File: config.mk
export PLATFORM = sky130hd
export DESIGN_NAME = fp16_norm_round
export DESIGN_NICKNAME = d
export VERILOG_FILES = /design/src/rtl/fp16_pkg.sv /design/src/rtl/fp16_lzc.sv /design/src/rtl/fp16_norm_round.sv
export SDC_FILE = /design/constraint.sdc
export NUM_CORES = 1
export LEC_CHECK = 0
export BUFFER_PORTS_ARGS = -buffer_cell sky130_fd_sc_hd__buf_4
export CORE_ASPECT_RATIO = 1.2
export CORE_MARGIN = 2
export CORE_UTILIZATION = 25
export CTS_CLUSTER_DIAMETER = 50
export DETAILED_ROUTE_END_ITERATION = 10
export GPL_TIMING_DRIVEN = 0
export REMOVE_ABC_BUFFERS = 1
export SLEW_MARGIN = 5
export SYNTH_ARGS = -nofsm -noshare
export SYNTH_HDL_FRONTEND = slang
export SYNTH_SLANG_ARGS = --single-unit
File: constraint.sdc
create_clock -name clk -period 10.6 [get_ports clk]
set_clock_uncertainty 0.2 [all_clocks]
set_input_delay 0.53 -clock clk [delete_from_list [all_inputs] [get_ports clk]]
set_output_delay 0.53 -clock clk [all_outputs]
set_load 0.03 [all_outputs]
File: src/rtl/fp16_pkg.sv
// Shared definitions for the half-precision adder datapath.
package fp16_pkg;

    localparam int unsigned EXP_W   = 5;
    localparam int unsigned FRAC_W  = 10;
    localparam int unsigned BIAS    = 15;
    localparam int unsigned EXP_MAX = 31;
    localparam int unsigned MAN_W   = FRAC_W + 5;

    // Bit positions inside the raw 15-bit mantissa
    localparam int unsigned CARRY_BIT  = 14;
    localparam int unsigned HIDDEN_BIT = 13;
    localparam int unsigned GUARD_BIT  = 2;
    localparam int unsigned ROUND_BIT  = 1;
    localparam int unsigned STICKY_BIT = 0;

    // Raw, unnormalised sum as produced by the adder stage
    typedef struct packed {
        logic             sign;
        logic [EXP_W-1:0] exp;
        logic [MAN_W-1:0] man;
    } raw_sum_t;

    typedef enum logic [1:0] {
        KindNorm,
        KindSpecial,
        KindZero
    } s1_kind_e;

    // Normalised value handed from stage 1 to stage 2; man is {hidden, frac, G, R, S}
    typedef struct packed {
        s1_kind_e         kind;
        logic             sign;
        logic             underflow;
        logic [EXP_W:0]   exp;
        logic [MAN_W-2:0] man;
    } s1_reg_t;

endpackage

File: src/rtl/fp16_lzc.sv
// Combinational 14-bit leading-zero counter.
module fp16_lzc
    import fp16_pkg::*;
(
    input  logic [HIDDEN_BIT:0] data_i,
    output logic [3:0]          count_o,
    output logic                zero_o
);

    // Scan upward so the highest set bit makes the final assignment
    always_comb begin
        count_o = 4'd14;
        for (int i = 0; i <= int'(HIDDEN_BIT); i++) begin
            if (data_i[i]) begin
                count_o = 4'(int'(HIDDEN_BIT) - i);
            end
        end
    end

    assign zero_o = ~|data_i;

endmodule

File: src/rtl/fp16_norm_round.sv
// Normalise, round-to-nearest-even and pack a raw binary16 sum (two-stage pipeline).
module fp16_norm_round
    import fp16_pkg::*;
(
    input  logic                    clk,
    input  logic                    rst_n,
    input  logic                    in_valid,
    output logic                    in_ready,
    input  logic                    in_sign,
    input  logic [EXP_W-1:0]        in_exp,
    input  logic [MAN_W-1:0]        in_man,
    output logic                    out_valid,
    input  logic                    out_ready,
    output logic [EXP_W+FRAC_W:0]   out_result,
    output logic                    out_overflow,
    output logic                    out_underflow,
    output logic                    out_inexact
);

    raw_sum_t raw;
    s1_reg_t  s1_d, s1_q;
    logic     s1_valid_q, s2_valid_q;
    logic     s1_adv, s2_adv;
    logic [3:0] lz;
    logic       lz_zero;
    logic [EXP_W:0] exp_sub;

    logic [EXP_W+FRAC_W:0] res_d, res_q;
    logic ovf_d, ovf_q, unf_d, unf_q, inx_d, inx_q;
    logic [FRAC_W+1:0] rnd_sum;
    logic              round_up;
    logic [EXP_W:0]    exp_fin;

    assign raw = {in_sign, in_exp, in_man};

    assign s2_adv   = !s2_valid_q || out_ready;
    assign s1_adv   = !s1_valid_q || s2_adv;
    assign in_ready = s1_adv;

    fp16_lzc u_lzc (
        .data_i  (raw.man[HIDDEN_BIT:0]),
        .count_o (lz),
        .zero_o  (lz_zero)
    );

    // Stage 1: classify and normalise; 6-bit exponent catches both wrap directions
    always_comb begin
        s1_d      = '0;
        s1_d.sign = raw.sign;
        exp_sub   = {1'b0, raw.exp} - {2'b00, lz};
        if (raw.exp == EXP_W'(EXP_MAX)) begin
            s1_d.kind = KindSpecial;
            s1_d.man  = raw.man[HIDDEN_BIT:0];
        end else if (!raw.man[CARRY_BIT] && lz_zero) begin
            s1_d.kind = KindZero;
        end else if (raw.man[CARRY_BIT]) begin
            s1_d.kind = KindNorm;
            s1_d.exp  = {1'b0, raw.exp} + 6'd1;
            // R and S both fall below the new guard, so they merge into sticky
            s1_d.man  = {raw.man[CARRY_BIT:GUARD_BIT], |raw.man[ROUND_BIT:STICKY_BIT]};
        end else if (exp_sub[EXP_W] || exp_sub == '0) begin
            s1_d.kind      = KindZero;
            s1_d.underflow = 1'b1;
        end else begin
            s1_d.kind = KindNorm;
            s1_d.exp  = exp_sub;
            s1_d.man  = raw.man[HIDDEN_BIT:0] << lz;
        end
    end

    // Stage 1 register
    always_ff @(posedge clk or negedge rst_n) begin
        if (!rst_n) begin
            s1_valid_q <= 1'b0;
            s1_q       <= '0;
        end else if (s1_adv) begin
            s1_valid_q <= in_valid;
            s1_q       <= s1_d;
        end
    end

    // Stage 2: round to nearest-even, detect overflow, pack
    always_comb begin
        res_d    = '0;
        ovf_d    = 1'b0;
        unf_d    = 1'b0;
        inx_d    = 1'b0;
        round_up = s1_q.man[GUARD_BIT] &
                   (s1_q.man[ROUND_BIT] | s1_q.man[STICKY_BIT] | s1_q.man[GUARD_BIT+1]);
        rnd_sum  = {1'b0, s1_q.man[HIDDEN_BIT:GUARD_BIT+1]} + {{(FRAC_W+1){1'b0}}, round_up};
        exp_fin  = s1_q.exp + {{EXP_W{1'b0}}, rnd_sum[FRAC_W+1]};
        unique case (s1_q.kind)
            KindSpecial: begin
                res_d = {s1_q.sign, EXP_W'(EXP_MAX), s1_q.man[HIDDEN_BIT-1:GUARD_BIT+1]};
            end
            KindZero: begin
                res_d = {s1_q.sign, {(EXP_W+FRAC_W){1'b0}}};
                unf_d = s1_q.underflow;
            end
            default: begin
                inx_d = |s1_q.man[GUARD_BIT:STICKY_BIT];
                if (exp_fin >= (EXP_W+1)'(EXP_MAX)) begin
                    res_d = {s1_q.sign, EXP_W'(EXP_MAX), {FRAC_W{1'b0}}};
                    ovf_d = 1'b1;
                    inx_d = 1'b1;
                end else begin
                    // On carry-out rnd_sum is 0x800, so the low bits are already zero
                    res_d = {s1_q.sign, exp_fin[EXP_W-1:0], rnd_sum[FRAC_W-1:0]};
                end
            end
        endcase
    end

    // Stage 2 / output register; holds while the consumer stalls
    always_ff @(posedge clk or negedge rst_n) begin
        if (!rst_n) begin
            s2_valid_q <= 1'b0;
            res_q      <= '0;
            ovf_q      <= 1'b0;
            unf_q      <= 1'b0;
            inx_q      <= 1'b0;
        end else if (s2_adv) begin
            s2_valid_q <= s1_valid_q;
            res_q      <= res_d;
            ovf_q      <= ovf_d;
            unf_q      <= unf_d;
            inx_q      <= inx_d;
        end
    end

    assign out_valid     = s2_valid_q;
    assign out_result    = res_q;
    assign out_overflow  = ovf_q;
    assign out_underflow = unf_q;
    assign out_inexact   = inx_q;

endmodule
==> results.py <==
metrics = {
    "final_layout": {
        "final_nets": 497,
        "num_antenna_cells": 0,
        "final_cell_area_um2": 4061,
        "drive_above_1_share_pct": 15.62,
        "mostFrequentLayoutCells": "nand2_1 (64), o21ai_0 (52), buf_4 (46)",
        "nFillCells": 1450,
        "layout.cells.most_common": "nand2_1",
        "syn_to_final_growth_pct": 18.08,
    },
    "power": {
        "power_frac_seq_pct": 38.7,
        "power_mw": 0.5740,
        "leakagePower_nw": 1.711,
        "vdd_ir_drop_max_uv": 69.82,
        "clock_power_share_pct": 28.3,
        "power.share.combinational_pct": 33.1,
        "switchingPower_mw": 0.1998,
        "p_int_mw": 0.3742,
        "p_per_area_nw_per_um2": 141.3,
        "switching_share_pct": 34.81,
    },
    "placement": {
        "dpl_cell_area_um2": 3904,
        "place.gp.congestion": 0.8883,
        "port_buffers": 45,
        "hpwl_mm": 7.402,
    },
    "critical_path": {
        "r2r.worst_path.cells": 6,
        "start_kind": "register",
        "cp.arrival_ns": 3.71,
        "reg2reg_from": "out_valid",
        "worst_setup_path_end_kind": "output port",
        "r2r_slack_ns": 6.37,
        "crit_family": "simple AND/OR/NAND/NOR gates",
        "criticalPathCategory": "register to output port",
        "crit_chain": "nor2b_2, and2_0, clkinv_1, buf_4",
        "slowest_delay_ns": 1.06,
        "regToRegEndpoint": "s1_q[7]",
        "crit_slowest_cell": "and2_0",
        "critical_path_buf_inv_count": 2,
        "worst_ep_required_time_ns": 9.87,
        "crit_fanout": 26,
    },
    "grt": {
        "grt_pass1_wl_mm": 16.43,
        "track_usage_pct": 13.29,
        "grt_max_degree": 46,
        "overflow": 0,
        "grt_pass1_vias": 3240,
        "antenna_found_initial": 0,
    },
    "floorplanning": {
        "die-area_um2": 14720,
        "rows": 46,
        "ios": 46,
        "dieHeight_um": 132.5,
        "design.core.area_um2": 13350,
        "start_util_pct": 25.76,
        "chipWidth_um": 111.1,
    },
    "clocking": {
        "postCtsHoldBufs": 0,
        "clk_pin_slew_ns": 0.06,
        "cts_tree": "yes",
        "cts.sinks": 45,
        "clock_latency_ns": 0.29,
        "cts_resized": 0,
        "cts_inserted_buffers": 5,
        "htree_levels": 2,
        "cts_buffer_depth": 2,
        "cts-root-buf": "clkbuf_16",
        "cts_setup_buffers": 0,
    },
    "sta": {
        "worst_slew_pin_slew_ns": 1.267,
        "max_freq_mhz": 225.4,
        "fin_setup_tns_ns": 0,
        "fin_crit_sh_pct": 41.85,
        "rsz0062_at_grt": "false",
        "hold_violations": 0,
        "slew_headroom_pct": 15.46,
        "finalSetupViolations": 0,
        "maxSlewViolCount": 0,
        "period_needed_ns": 4.436,
    },
    "route": {
        "first_pass_iters": 4,
        "routed_wirelength_mm": 9.686,
        "num_vias": 3285,
        "wire_per_inst_um": 15.40,
        "route.detailed.drc": 0,
        "ant_nets": 0,
        "via_per_inst": 5.223,
        "drt_iter0_drc": 207,
    },
    "yosys": {
        "synth_top_cells_by_area": "dfrtp_1 (33%), o21ai_0 (7.6%), nand2_1 (7.0%)",
        "yosysSeqAreaShare_pct": 32.74,
        "synthArstFlopShare_pct": 100.0,
        "syn-cell-area_um2": 3440,
        "synth-edff-count": 0,
        "ys_warn_count": 0,
        "syn_avg_cell_area_um2": 7.925,
        "yosysTopAreaCellShare_pct": 32.74,
        "yosysTopAreaCell": "dfrtp_1",
        "ys_seq_elements": 45,
        "yosysUniqueCellTypes": 65,
        "synth_ff_type": "dfrtp_1",
        "syn-instance-count": 434,
    },
    "outcome": {
        "outcome": "finished, final reports clean",
    },
    "min_path": {
        "hold_class": "input port to async pin",
    },
    "run": {
        "cap_violations": 0,
    },
}
[cells in the mapped netlist, drive strengths merged (3+ instances only)]
master / instances
nand2b: 6
xor2: 4
o211ai: 9
inv: 12
nand3: 12
nor3: 12
a311oi: 3
a21oi: 19
nand2: 66
a22o: 4
nor4: 5
o22ai: 7
mux2: 4
o21ai: 54
dfrtp: 45
o31ai: 6
nor2b: 12
nand4: 3
a31oi: 6
buf: 11
nor3b: 10
a32o: 3
a221o: 3
xnor2: 5
a21o: 4
mux2i: 6
nor2: 28
and2: 4
o41ai: 3
ha: 11
clkbuf: 17
and3: 13
[area by class of cell]
class                      count  area [um2]  area share, %
clock buffer                   7       152.6          3.758
sequential                    45        1126          27.73
clock inverter                 1       5.005         0.1232
tap                          168       210.2          5.176
timing repair buffer          47       360.3          8.872
multi-input combinational    348        2158          53.14
inverter                      13       48.80          1.201
[how the worst max path moves through the flow]
stage | start | endpoint | slack (ns) | depth (start not counted)
2_1_floorplan | out_valid | s1_q[7] | 6.27 | 6
3_5_place_dp | out_ready | s1_q[7] | 6.03 | 7
3_3_place_gp | out_ready | s1_q[7] | 4.85 | 7
4_1_cts | out_valid | in_ready | 6.08 | 4
6_report | out_valid | in_ready | 6.16 | 4
5_1_grt | out_valid | in_ready | 5.81 | 4
[registers in the layout, summed over array words and instances (netlist names)]
| name | flops |
|---|---|
| out_valid | 1 |
| out_overflow | 1 |
| out_underflow | 1 |
| out_result | 16 |
| out_inexact | 1 |
| s1_q | 24 |
| s1_valid_q | 1 |
[per-stage QoR]
stage               hold slack, ns  std cells  util, %  setup slack, ns
floorplan                  0.03441        406        -            6.268
global placement            0.2380        619    28.99            4.855
detailed placement          0.2567        621    29.24            6.025
CTS                        0.06077        629    30.42            6.080
global route               0.08662        629    30.42            5.809
finish                     0.03125        629    30.42            6.164
[routing by layer]
| metal | GRT usage (%) | wire, um | vias to the layer above |
|---|---|---|---|
| li1 | - | - | 1643 |
| met1 | 17.09 | 4291 | 1560 |
| met2 | 23.31 | 4890 | 75 |
| met3 | 1.787 | 373 | 7 |
| met4 | 3.909 | 130 | 0 |
| met5 | 0 | 0 | - |
[power by group through the flow]
stage / clock, mW / sequential (mW) / combinational [mW]
global route: 0.173 / 0.228 / 0.209
CTS: 0.166 / 0.223 / 0.191
detailed placement: 0 / 0.226 / 0.191
global placement: 0 / 0.225 / 0.186
finish: 0.162 / 0.222 / 0.190
floorplan: 0 / 0.252 / 0.0881
[kinds of logic after synthesis]
logic type	Yosys count	synth area share [%]
AOI/OAI and AO/OA	139	26.56
xor gates and xnor gates	9	2.292
adders and majority gates	12	4.583
buffers and inverters	41	4.802
DFF	45	32.74
muxes	10	3.056
and+or+nand+nor	178	25.97
No activity file was read; power rests on OpenSTA's default activity.
